### src/rtl/compare_nbit_pkg.sv
// Shared types and the compare function for the N-bit magnitude comparator.
//
// Contents:
//   cmp_res_t : 3-bit one-hot result, bit order {greater, equal, smaller}
//   CMP_GT/CMP_EQ/CMP_LT : the three legal one-hot codes
//   CMP_MAX_W : widest supported operand; cmp_f works at this width
//   cmp_f     : compare two operands, return a one-hot cmp_res_t
//
// Configuration macro: CMP_SIGNED_EN
//   defined   -> operands are two's-complement (callers sign-extend to CMP_MAX_W)
//   undefined -> operands are unsigned (callers zero-extend to CMP_MAX_W)
package compare_nbit_pkg;

   localparam int unsigned CMP_MAX_W   = 64;
   localparam int unsigned CMP_RES_W   = 3;

   typedef logic [CMP_RES_W-1:0] cmp_res_t;

   localparam cmp_res_t CMP_GT   = 3'b100;
   localparam cmp_res_t CMP_EQ   = 3'b010;
   localparam cmp_res_t CMP_LT   = 3'b001;
   localparam cmp_res_t CMP_NONE = 3'b000;

   // Width-generic compare: operands arrive already extended to CMP_MAX_W,
   // so a single function serves every CMP_WIDTH in 1..64.
   function automatic cmp_res_t cmp_f(input logic [CMP_MAX_W-1:0] a,
                                      input logic [CMP_MAX_W-1:0] b);
      cmp_res_t res;
      res = CMP_NONE;
      if (a == b) begin
         res = CMP_EQ;
      end
`ifdef CMP_SIGNED_EN
      else if ($signed(a) > $signed(b)) begin
         res = CMP_GT;
      end
`else
      else if (a > b) begin
         res = CMP_GT;
      end
`endif
      else begin
         res = CMP_LT;
      end
      return res;
   endfunction

endpackage : compare_nbit_pkg

### src/rtl/compare_nbit_core.sv
// Combinational compare core: one-hot relation plus max/min select.
//
// Parameters:
//   CMP_WIDTH : operand width, 1..64
// Ports:
//   a_i, b_i   : operands
//   res_o_c    : one-hot {greater, equal, smaller}
//   max_o_c    : larger operand (a_i when equal)
//   min_o_c    : smaller operand (b_i when equal)
//
// Configuration macro: CMP_SIGNED_EN selects two's-complement ordering.
module compare_nbit_core
   import compare_nbit_pkg::*;
#(
   parameter int unsigned CMP_WIDTH = 5
) (
   input  logic [CMP_WIDTH-1:0] a_i,
   input  logic [CMP_WIDTH-1:0] b_i,
   output cmp_res_t             res_o_c,
   output logic [CMP_WIDTH-1:0] max_o_c,
   output logic [CMP_WIDTH-1:0] min_o_c
);

   logic [CMP_MAX_W-1:0] a_ext;
   logic [CMP_MAX_W-1:0] b_ext;
   cmp_res_t             res_c;

   // Extend to the function width; signed builds must preserve the sign bit.
`ifdef CMP_SIGNED_EN
   assign a_ext = CMP_MAX_W'($signed(a_i));
   assign b_ext = CMP_MAX_W'($signed(b_i));
`else
   assign a_ext = CMP_MAX_W'(a_i);
   assign b_ext = CMP_MAX_W'(b_i);
`endif

   assign res_c = cmp_f(a_ext, b_ext);

   // Equal operands resolve to max=a, min=b.
   always_comb begin
      max_o_c = a_i;
      min_o_c = b_i;
      if (res_c == CMP_LT) begin
         max_o_c = b_i;
         min_o_c = a_i;
      end
   end

   assign res_o_c = res_c;

endmodule : compare_nbit_core

### src/rtl/compare_nbit_func_sync.sv
// Registered N-bit magnitude comparator with one-cycle latency.
//
// Parameters:
//   CMP_WIDTH : operand width, 1..64 (default 5)
// Ports:
//   clk       : rising-edge clock
//   reset     : asynchronous active-high reset
//   in_valid  : a/b sampled this cycle
//   a, b      : operands
//   out_valid : result registers were loaded on the previous edge
//   greater/equal/smaller : one-hot relation of a to b (all 0 until first sample)
//   max_out   : larger operand (a when equal)
//   min_out   : smaller operand (b when equal)
//
// Configuration macro: CMP_SIGNED_EN (defined -> two's-complement compare).
module compare_nbit_func_sync
   import compare_nbit_pkg::*;
#(
   parameter int unsigned CMP_WIDTH = 5
) (
   input  logic                 clk,
   input  logic                 reset,
   input  logic                 in_valid,
   input  logic [CMP_WIDTH-1:0] a,
   input  logic [CMP_WIDTH-1:0] b,
   output logic                 out_valid,
   output logic                 greater,
   output logic                 equal,
   output logic                 smaller,
   output logic [CMP_WIDTH-1:0] max_out,
   output logic [CMP_WIDTH-1:0] min_out
);

   cmp_res_t             res_c;
   logic [CMP_WIDTH-1:0] max_c;
   logic [CMP_WIDTH-1:0] min_c;

   cmp_res_t             res_q,   res_d;
   logic [CMP_WIDTH-1:0] max_q,   max_d;
   logic [CMP_WIDTH-1:0] min_q,   min_d;
   logic                 valid_q, valid_d;

   compare_nbit_core #(
      .CMP_WIDTH (CMP_WIDTH)
   ) u_core (
      .a_i     (a),
      .b_i     (b),
      .res_o_c (res_c),
      .max_o_c (max_c),
      .min_o_c (min_c)
   );

   // Load on valid input, otherwise hold the last result.
   always_comb begin
      res_d   = res_q;
      max_d   = max_q;
      min_d   = min_q;
      valid_d = in_valid;
      if (in_valid) begin
         res_d = res_c;
         max_d = max_c;
         min_d = min_c;
      end
   end

   // Result registers; reset drops any in-flight result immediately.
   always_ff @(posedge clk or posedge reset) begin
      if (reset) begin
         res_q   <= CMP_NONE;
         max_q   <= '0;
         min_q   <= '0;
         valid_q <= 1'b0;
      end else begin
         res_q   <= res_d;
         max_q   <= max_d;
         min_q   <= min_d;
         valid_q <= valid_d;
      end
   end

   assign out_valid = valid_q;
   assign greater   = res_q[2];
   assign equal     = res_q[1];
   assign smaller   = res_q[0];
   assign max_out   = max_q;
   assign min_out   = min_q;

endmodule : compare_nbit_func_sync

### config.mk
export PLATFORM = sky130hd
export DESIGN_NAME = compare_nbit_func_sync
export DESIGN_NICKNAME = d
export VERILOG_FILES = /design/src/rtl/compare_nbit_pkg.sv /design/src/rtl/compare_nbit_core.sv /design/src/rtl/compare_nbit_func_sync.sv
export SDC_FILE = /design/constraint.sdc
export NUM_CORES = 1
export LEC_CHECK = 0
export ABC_AREA = 1
export BUFFER_PORTS_ARGS = -buffer_cell sky130_fd_sc_hd__buf_2
export CAP_MARGIN = 15
export CORE_MARGIN = 3
export CORE_UTILIZATION = 44
export DETAILED_ROUTE_END_ITERATION = 10
export PLACE_DENSITY = 0.83
export SETUP_SLACK_MARGIN = 0.2
export SYNTH_ARGS = -nofsm -noshare
export SYNTH_HDL_FRONTEND = slang
export SYNTH_SLANG_ARGS = --single-unit
### constraint.sdc
create_clock -name clk -period 0.8 [get_ports clk]
set_clock_uncertainty 0.1 [all_clocks]
set_input_delay 0.08 -clock clk [delete_from_list [all_inputs] [get_ports clk]]
set_output_delay 0.08 -clock clk [all_outputs]
set_load 0.03 [all_outputs]
# After elaboration in Yosys (flattened, before gate mapping)
# Cells that the tools add are included.
# word_totals
word_cells	11
out_inout_bits	14
ff_bits	14
# op_classes
eq_ne	2
magnitude_cmp	1
mux	4
# op_table
cell	n
$mux W5	2
$mux W3	2
$eq A5 B5 Y1	1
$gt A5 B5 Y1	1
$eq A3 B1 Y1 const B	1

# Longest topological paths before layout
# logic_depth
ltp_word	5
mapped_depth	9
ltp_nobuf	9

# Cells and area by module
# Synthesis repeated with hierarchy kept, for this count alone.
# hier_totals
hier_cells	119
area_unflattened_um2	858.3
# modules_own_cells
mod	n_inst	cells_each	area_per_inst_um2	seq_area_each_um2
compare_nbit_func_sync	1	57	523.0	350.3
compare_nbit_core	1	62	335.3	0.0

# Worst setup path before layout
# Ideal clock, no wire load.
# synth_path
path_kind	in2reg
start	input b[4]
end	register max_q[0] (netlist: max_out[0])
required_ps	583
arrival_time_ps	1056
path_stages	9
setup_slack_ps	-474
n_path_buf	1
path_cell_list	inv_2 > ha_1 > nand2_2 > inv_2 > a21oi_4 > buf_6 > nand4_1 > nand3_1 > nand2_1
# synth_between
elab_chain_len	5
word_cells_on_any_way	6
classes_between	1 x order compare; 2 x eq/ne; 3 x mux
# synth_rtl
item	line_no	text
from (decl)	compare_nbit_func_sync.sv:25	input logic [CMP_WIDTH-1:0] b,
$gt A5 B5 Y1	compare_nbit_pkg.sv:38	else if (a > b) begin
$mux W3	compare_nbit_pkg.sv:38	
$mux W3 *	compare_nbit_pkg.sv:30	if (a == b) begin
$eq A3 B1 Y1 *	compare_nbit_core.sv:43	if (res_c == CMP_LT) begin
$mux W5 *	compare_nbit_core.sv:43	
to (signal assigned)	compare_nbit_func_sync.sv:75	max_q <= max_d;
to (decl)	compare_nbit_func_sync.sv:39	logic [CMP_WIDTH-1:0] max_q, max_d;
# Mark *: on every way between the ends. The rest lies on a longest branch, timed or not.
# A chain may end at the register's enable or synchronous reset.

# Worst setup path in the final report
# layout_path
start	input b[4]
end	register max_q[1] (netlist: max_out[1])
# Same word-level chain as after synthesis.

==> metrics <==
outcome complete, but fails checks; violated checks negative hold slack, negative setup slack; CP Launch Type primary input; number of buffers added on ports 26; overall routed net length 2757 um; FMAX 838.2 MHz; share of the yosys chip area belonging to registers 0.4046; Final Hold Viols 16; via count 980; # setup viols final 27; Internal 0.001619 W; Synth cell types 18; Pleak 0.7653 nW; Max Fanout on Critical Path 10; Avg Vias per Cell 5.297; first-pass GRT wire length 4284 um; Post-synth EDFFs 0; endpoint class of the critical path flip-flop; largest net degree at the start of global routing 15; first-pass detailed-route iteration total 4; final instance area 0.001480 mm2; r2r setup slk -0.20 ns; Initial DRC Count 24; # rows 15; WP data arrival 1.32 ns; top cell type's share of synthesized area 0.4046; cells on worst reg2reg path 4; CTS H-Tree Depth 1; Area Overhead vs Synth 70.95%; Synth area leaders dfrtp_1, nand2_1, ha_1; DIE AREA 0.002536 mm2; worst-skew pair later-pin latency 0.28 ns; Sw Share 0.3633; Post-DP Area 0.001205 mm2; Post-synth top cells nand2_1, dfrtp_1, nand3_1, nand4_1, inv_2; Core Util, Final 0.8302; share of cells above drive strength 1 0.6063; Netlist Area Pre-Place 865.8 um2; PwrDens 1718 mW/mm2; Post-Layout Cell Count 185; drt wl/cell 14.90 um; Initial Util 0.4856; leading area contributor after synthesis dfrtp_1; min Tclk post-route 1.193 ns; DP Cell Count 169; fillers 106; Diodes inserted 0; GRT overflow 0; worst reg2reg endpoint max_out[1]; num ports 27; async set or reset register ratio after synthesis 1.000; Synth Instances 109; Crit Path Category primary input to flip-flop; Tot Pwr 0.002543 W; Combinational Power Share 0.444; Yosys reg bits 14; Slew HR 0.8319; number of max-cap violations 0; Hold Slack -0.3131 ns; Worst EP required 0.93 ns; P_sw 0.0009236 W; chip width 50.36 um; Inserted Clock Buffers 3; initial antenna violation count 0; Flop pwr share 0.354; GRT Total Usage 0.2276; DRC errors left 0; CTS Buffer Depth 2; Core Footprint 0.001783 mm2; Worst-path clk slew 0.09 ns; Slew Limit Fails 0; R2R Path Start max_out[1]; DP HPWL 1509 um; Primary FF master, synth dfrtp_1; gpl congestion 0.8256; post-route ant nets 0; vias in the first global route 962; # nets final 179; root buffer cell clkbuf_4; most common cell in the synthesized netlist nand2_1; Hold Path Class primary input to asynchronous set/reset pin; worst vdd ir 0.001550 V; Setup WS post-layout -0.3930 ns; CTS tree yes; Die H 50.36 um; RSZ-0062 raised after global routing true; Clock Power Share 0.202; Post-Syn Nets 127; Ys Warns 0; Mean Syn Cell Area 7.943 um2; worst slew pin tran 0.2516 ns; CTS sink cnt 14; final worst-path cycle share 1.491; pre-CTS WS -0.7469 ns
-- how the worst max path moves through the flow --
| stage | from | to | slack (ns) | depth (start not counted) |
|---|---|---|---|---|
| global route | b[4] | min_out[4] | -0.43 | 10 |
| floorplan | b[4] | max_out[1] | -0.35 | 9 |
| detailed placement | b[4] | max_out[1] | -0.75 | 10 |
| CTS | b[4] | res_q[2] | -0.28 | 9 |
| global placement | b[4] | max_out[1] | -0.68 | 10 |
| finish | b[4] | max_out[1] | -0.39 | 10 |
-- critical path, stage by stage --
cell and delay (ns):
buf_8 0.09, inv_12 0.03, ha_4 0.24, nand2_4 0.08, inv_2 0.05, a21oi_4 0.25, nand3_4 0.18, nand2_1 0.12
nand3_1 0.10, nand2_1 0.09
-- per-layer routing --
layer  up-vias  part of all wire  wire length, um  GRT usage
met5         -                 0                0          0
met4         0             0.042              116     0.1300
met3        13             0.058              161    0.05341
met2        46              0.52             1441     0.3935
met1       470              0.38             1036     0.2533
li1        451                 -                -          -
-- area by class of cell --
class	count	area [um2]	share of cell area
clock buffers	4	36.28	0.02451
inverters	17	88.84	0.06002
multi-input cells	73	501.7	0.3390
flip-flops and latches	14	366.6	0.2477
well taps	25	31.28	0.02113
repair buffers	52	455.4	0.3077
-- power by group through the flow --
stage	sequential, W	clock, W	combinational, W
2_1_floorplan	0.00109	0	0.000372
3_3_place_gp	0.000877	0	0.000790
3_5_place_dp	0.000879	0	0.000812
4_1_cts	0.000887	0.000512	0.00104
5_1_grt	0.000910	0.000549	0.00121
6_report	0.000899	0.000514	0.00113
-- kinds of logic (layout without fill, tap and decap cells) --
kind of cell    count (synthesis)  count (layout)  synth area share
compound gates                  3               3           0.03468
fa+ha+maj                       5               5           0.07225
buf+inv                        22              73            0.1300
flops                          14              14            0.4046
simple gates                   65              65            0.3584
-- metrics by stage --
stage	hold slack, ns	TNS [ns]
after global routing	-0.2920	-8.079
after global placement	-0.02793	-8.394
after floorplan	-0.1317	-4.168
final	-0.3131	-7.236
after detailed placement	-0.01790	-9.022
after CTS	-0.3260	-6.158
-- cell usage in the layout, fill, tap and decap left out --
cell type  instances
nor2_4             1
ha_1               1
buf_6             20
inv_8              1
nand2_1           31
dfrtp_2           13
nand4_1           10
inv_1              8
nor2_2             1
clkinv_4           1
nand3_1           10
buf_2              7
clkbuf_4           3
a22o_1             1
o21ai_2            1
nand3_4            1
nand2_4            5
nor2_1             1
inv_2              6
buf_4             24
clkbuf_8           1
ha_4               4
inv_12             1
buf_8              1
dfrtp_1            1
a21oi_4            1
nand2_2            5
-- sequential cells by signal, indices dropped and copies added (netlist names) --
signal     cells
max_out        5
min_out        5
res_q          3
out_valid      1
-- repair_timing --
action                                 CTS  global route
endpoints found under the hold margin   16            15
pin swaps                                4             4
setup endpoints to repair               27            27
setup buffers                            8             4
resized for setup                       40             6
No activity file was read; power rests on OpenSTA's default activity.
